### config.mk
export PLATFORM = sky130hd
export DESIGN_NAME = decode_stage
export DESIGN_NICKNAME = d
export VERILOG_FILES = /design/src/rtl/decode_stage.sv
export SDC_FILE = /design/constraint.sdc
export NUM_CORES = 2
export LEC_CHECK = 0
export BUFFER_PORTS_ARGS = -buffer_cell sky130_fd_sc_hd__buf_2
export CAP_MARGIN = 20
export CORE_AREA = 4 4 344 346
export CTS_BUF_LIST = sky130_fd_sc_hd__clkbuf_2 sky130_fd_sc_hd__clkbuf_4 sky130_fd_sc_hd__clkbuf_8
export DETAILED_ROUTE_END_ITERATION = 10
export DIE_AREA = 0 0 348 350
export PLACE_DENSITY = 0.76
export SETUP_SLACK_MARGIN = 0.15
export SYNTH_ARGS = -nofsm -noshare
export SYNTH_HDL_FRONTEND = slang
export SYNTH_SLANG_ARGS = --single-unit
### constraint.sdc
create_clock -name clk -period 2.4 [get_ports clk]
set_clock_uncertainty 0.15 [all_clocks]
set_input_delay 0.48 -clock clk [delete_from_list [all_inputs] [get_ports clk]]
set_output_delay 0.48 -clock clk [all_outputs]
set_load 0.02 [all_outputs]
### src/rtl/decode_stage.sv
// decode_stage: MIPS-style ID stage with register file and ID/EX latch; DECODE_BYPASS_EN enables write-to-read bypass.
module decode_stage #(
  parameter int NUM_REGS = 32
) (
  input  logic        clk,
  input  logic        rst,
  input  logic [31:0] if_id_instr,
  input  logic [31:0] if_id_npc,
  input  logic        id_flush,
  input  logic        mem_wb_reg_write,
  input  logic [4:0]  mem_wb_write_reg,
  input  logic [31:0] mem_wb_write_data,
  output logic [1:0]  id_ex_wb,
  output logic [2:0]  id_ex_m,
  output logic [3:0]  id_ex_ex,
  output logic [31:0] id_ex_npc,
  output logic [31:0] id_ex_rd1,
  output logic [31:0] id_ex_rd2,
  output logic [31:0] id_ex_sign_ext,
  output logic [4:0]  id_ex_rt,
  output logic [4:0]  id_ex_rd
);
  logic [31:0] regs [NUM_REGS];
  logic [5:0]  op;
  logic [4:0]  rs, rt, rd;
  logic [31:0] rd1, rd2, sext;
  logic [1:0]  wb;
  logic [2:0]  m;
  logic [3:0]  ex;
  logic        is_r, is_lw, is_sw, is_beq;
  assign op     = if_id_instr[31:26];
  assign rs     = if_id_instr[25:21];
  assign rt     = if_id_instr[20:16];
  assign rd     = if_id_instr[15:11];
  assign sext   = {{16{if_id_instr[15]}}, if_id_instr[15:0]};
  assign is_r   = op == 6'b000000;
  assign is_lw  = op == 6'b100011;
  assign is_sw  = op == 6'b101011;
  assign is_beq = op == 6'b000100;
  always_comb begin
    wb = is_r ? 2'b10 : is_lw ? 2'b11 : 2'b00;
    m  = is_lw ? 3'b010 : is_sw ? 3'b001 : is_beq ? 3'b100 : 3'b000;
    ex = is_r ? 4'b1100 : (is_lw || is_sw) ? 4'b0001 : is_beq ? 4'b0010 : 4'b0000;
  end
`ifdef DECODE_BYPASS_EN
  assign rd1 = rs == 5'd0 ? 32'd0 : (mem_wb_reg_write && mem_wb_write_reg == rs) ? mem_wb_write_data : regs[rs];
  assign rd2 = rt == 5'd0 ? 32'd0 : (mem_wb_reg_write && mem_wb_write_reg == rt) ? mem_wb_write_data : regs[rt];
`else
  assign rd1 = rs == 5'd0 ? 32'd0 : regs[rs];
  assign rd2 = rt == 5'd0 ? 32'd0 : regs[rt];
`endif
  always_ff @(posedge clk) begin
    if (rst) begin
      for (int i = 0; i < NUM_REGS; i++) regs[i] <= 32'd0;
    end else if (mem_wb_reg_write && mem_wb_write_reg != 5'd0) begin
      regs[mem_wb_write_reg] <= mem_wb_write_data;
    end
  end
  always_ff @(posedge clk) begin
    if (rst) begin
      id_ex_wb       <= '0;
      id_ex_m        <= '0;
      id_ex_ex       <= '0;
      id_ex_npc      <= '0;
      id_ex_rd1      <= '0;
      id_ex_rd2      <= '0;
      id_ex_sign_ext <= '0;
      id_ex_rt       <= '0;
      id_ex_rd       <= '0;
    end else begin
      id_ex_wb       <= id_flush ? 2'b00 : wb;
      id_ex_m        <= id_flush ? 3'b000 : m;
      id_ex_ex       <= id_flush ? 4'b0000 : ex;
      id_ex_npc      <= if_id_npc;
      id_ex_rd1      <= rd1;
      id_ex_rd2      <= rd2;
      id_ex_sign_ext <= sext;
      id_ex_rt       <= rt;
      id_ex_rd       <= rd;
    end
  end
endmodule

==> reports/summary.txt <==
Post-route DRC -> 0
Sequential area share after synthesis -> 58.1%
Die area -> 122000 um2
Routed WL per cell -> 31.3 um
Ratio of cells with drive above 1 in the final layout -> 34.5%
Crit path arrival time -> 2.77 ns
Std-Cell Rows -> 125
GR Overflow Total -> 0
Starting density of the core -> 49.6%
Synth Register Bits -> 1149
Hold depth -> 3
Slew Viols, Final -> 0
# port buffers -> 251
RR Startpoint -> regs[10][7]$_SDFFCE_PN0P_
Worst IR drop on VDD -> 0.379 mV
Clk_lat worst skew -> 0.86 ns
Leakage -> 25.3 nW
Initial antenna violation count -> 21
Hold crit path type -> in -> reg
Rel. slew slack -> 49.5%
Area delta synth->final -> 19.5%
Die width -> 348 um
CTS sink count -> 1149
Core Util, Final -> 59.2%
HP Start -> if_id_instr[19]
Largest net degree at the start of global routing -> 45
Worst reg2reg endpoint -> id_ex_rd2[7]$_SDFF_PP0_
Overall global routing resource usage -> 30.2%
H-tree Lvls -> 4
Crit share post-route -> 91.2%
First-pass DRT Iterations -> 8
Max FO, Critical Path -> 2
Final hold vios -> 0
Total CTS buffers -> 179
RSZ-0062 raised after global routing -> no
Gate Count Post-Synth -> 3700
Iter 0 DRT Violations -> 5316
Total Neg Setup Slack -> 0 ns
Clk slew on worst S/H paths -> 0.06 ns
GP Congestion -> 0.924
CTS tree -> built
Fin crit period -> 2.19 ns
Worst-case clock buffer depth -> 3
Vias in the first global route -> 38550
Core box area -> 115000 um2
Reg2reg path depth -> 5
Vias/cell -> 6.44
Global-route wire length before repair -> 265000 um
Root Driver -> clkbuf_8
Element type at the critical path start -> flop
Final setup viols -> 0
Final wirelength -> 185000 um
Outcome -> finished, final reports clean
F_max -> 457 MHz
Nets -> 4333
I/O Pins -> 252
Routed Antenna Nets -> 0
Crit path capture type -> flop
Detail Placement HPWL -> 122000 um
Max_cap viols -> 0
Power Dens Cells -> 689 nW/um2
Slew @ Worst Pin -> 0.753 ns
Netlist Area Pre-Place -> 57200 um2
Die Y -> 350 um
Avg Cell Area, Syn -> 15.5 um2
Yosys cell types -> 36
Worst Path Required -> 2.99 ns
Pwr Total -> 47.1 mW
Crit path kind -> reg -> reg
Synth Warn # -> 0
R2r setup slk -> 0.21 ns
Hold Crit Endpoint -> id_ex_rt[3]$_SDFF_PP0_
Via count -> 38108
[flip-flops by register name, indices dropped and copies added, names as in the netlist]
name,count
id_ex_rt,5
id_ex_m,3
id_ex_wb,2
id_ex_rd2,32
regs,1024
id_ex_npc,32
id_ex_rd1,32
id_ex_sign_ext,16
id_ex_ex,3
[power breakdown]
group	total (mW)	internal, mW	switching [mW]
registers	23.6	22.9	0.697
logic	5.91	2.75	3.16
clock network	17.6	9.56	8.01
total	47.1	35.2	11.9
[worst max path at each step]
stage | from | to | slack, ns | cells past startpoint
CTS | id_ex_rd1[30]$_SDFF_PP0_ | id_ex_rd1[30] | 0.17 | 1
floorplan | if_id_instr[16] | id_ex_rd2[0]$_SDFF_PP0_ | 0.11 | 6
detailed placement | if_id_instr[16] | id_ex_rd2[18]$_SDFF_PP0_ | -0.68 | 7
global placement | if_id_instr[16] | id_ex_rd2[18]$_SDFF_PP0_ | -0.67 | 7
global route | id_ex_sign_ext[15]$_SDFF_PP0_ | id_ex_sign_ext[17] | 0.16 | 1
finish | regs[10][7]$_SDFFCE_PN0P_ | id_ex_rd2[7]$_SDFF_PP0_ | 0.21 | 5
[layout make-up]
| class | count | area, um2 |
|---|---|---|
| Clock inverter | 72 | 557 |
| Fill cell | 8428 | 47100 |
| Tap cell | 1524 | 1910 |
| Sequential cell | 1149 | 33300 |
| Antenna cell | 10 | 25.0 |
| Timing Repair Buffer | 725 | 6860 |
| Clock buffer | 264 | 3280 |
| Multi-Input combinational cell | 2173 | 22500 |
[Yosys cell counts]
library cell  instances  area share [%]
edfxtp_1           1024              54
a2111oi_0            16            0.25
o22ai_1              32            0.35
nor3_1               35            0.31
clkbuf_1            284             1.9
nor2_1               33            0.22
o221ai_1             63            0.96
a2111oi_2             2           0.053
a2111oi_1            14            0.25
mux2i_1             254             4.4
o31ai_2               1           0.022
or3b_2                3           0.046
mux4_2              449              18
nand3_1               2           0.018
or2_2                32            0.35
buf_4                33            0.43
or3_1                 1           0.011
buf_6                15            0.30
buf_2                62            0.54
and4_1                2           0.031
clkbuf_2              1          0.0087
nor2b_1              57            0.62
nor4_1                2           0.022
a22oi_1               1           0.013
a21o_1                1           0.013
nand2_1               6           0.039
a22o_1               63            0.96
nand3b_1              8            0.11
a211oi_1             31            0.41
nor3b_1               3           0.039
buf_1                14           0.092
and3_1                3           0.033
o22a_1               32            0.49
conb_1                1          0.0066
and2_1              995              11
dfxtp_1             125             4.4
[worst max-delay path, stage by stage (launching register included)]
cell	delay [ns]
edfxtp_1	0.42
mux4_2	0.48
a22o_1	0.31
a2111oi_2	0.45
buf_4	0.21
nor3_1	0.05
[cell families (layout without fill, tap and decap cells)]
family / after synthesis / after routing / synth area share, %
multiplexers: 703 / 703 / 22.1
AO/OA/AOI/OAI: 256 / 256 / 3.77
buffers and inverters: 409 / 1061 / 3.24
other: 1 / 42 / 0.00656
AND/OR/NAND/NOR: 1182 / 1182 / 12.7
flip-flops: 1149 / 1149 / 58.1
[timing repair]
item	in CTS	in global routing
hold buffers	57	0
endpoints found under the hold margin	56	0
setup endpoints to repair	22	4
buffers inserted	0	0
resized for setup	8	4
pin swaps	0	0
[cells in the final DEF (no fill, tap or decap), drive strengths merged, types with 2 or more instances in the layout]
master	netlist	final
dlygate4sd3	0	57
nor3b	3	3
nand3	2	2
nor3	35	35
diode	0	10
a2111oi	32	32
clkinvlp	0	8
o22ai	32	32
nor2b	57	57
nor4	2	2
bufinv	0	7
o22a	32	32
buf	124	668
conb	1	32
inv	0	4
or3b	3	3
nand2	6	6
nor2	33	33
nand3b	8	8
a22o	63	63
clkbuf	285	264
and2	995	995
or2	32	32
edfxtp	1024	1024
mux2i	254	254
mux4	449	449
a211oi	31	31
clkinv	0	53
and4	2	2
and3	3	3
dfxtp	125	125
o221ai	63	63
[stage by stage]
| step | hold slack, ns | instances | setup slack (ns) | instance area, um2 |
|---|---|---|---|---|
| 3_3_place_gp | 0.537 | 5514 | -0.674 | 63900 |
| 2_1_floorplan | 0.402 | 3731 | 0.109 | 57300 |
| 5_1_grt | 0.0438 | 5912 | 0.156 | 68400 |
| 4_1_cts | 0.0158 | 5907 | 0.171 | 68300 |
| 6_report | 0.0857 | 5917 | 0.212 | 68400 |
| 3_5_place_dp | 0.546 | 5514 | -0.675 | 63900 |
[per-layer routing]
metal  vias to the layer above  GRT usage [%]  wire length (um)
met5                         -              0                87
met4                        12           14.2              9540
met3                       601           9.37             25100
met2                      3011           47.6             85800
met1                     19221           38.6             64800
li1                      15263              -                 -
No activity file was read; power rests on OpenSTA's default activity.
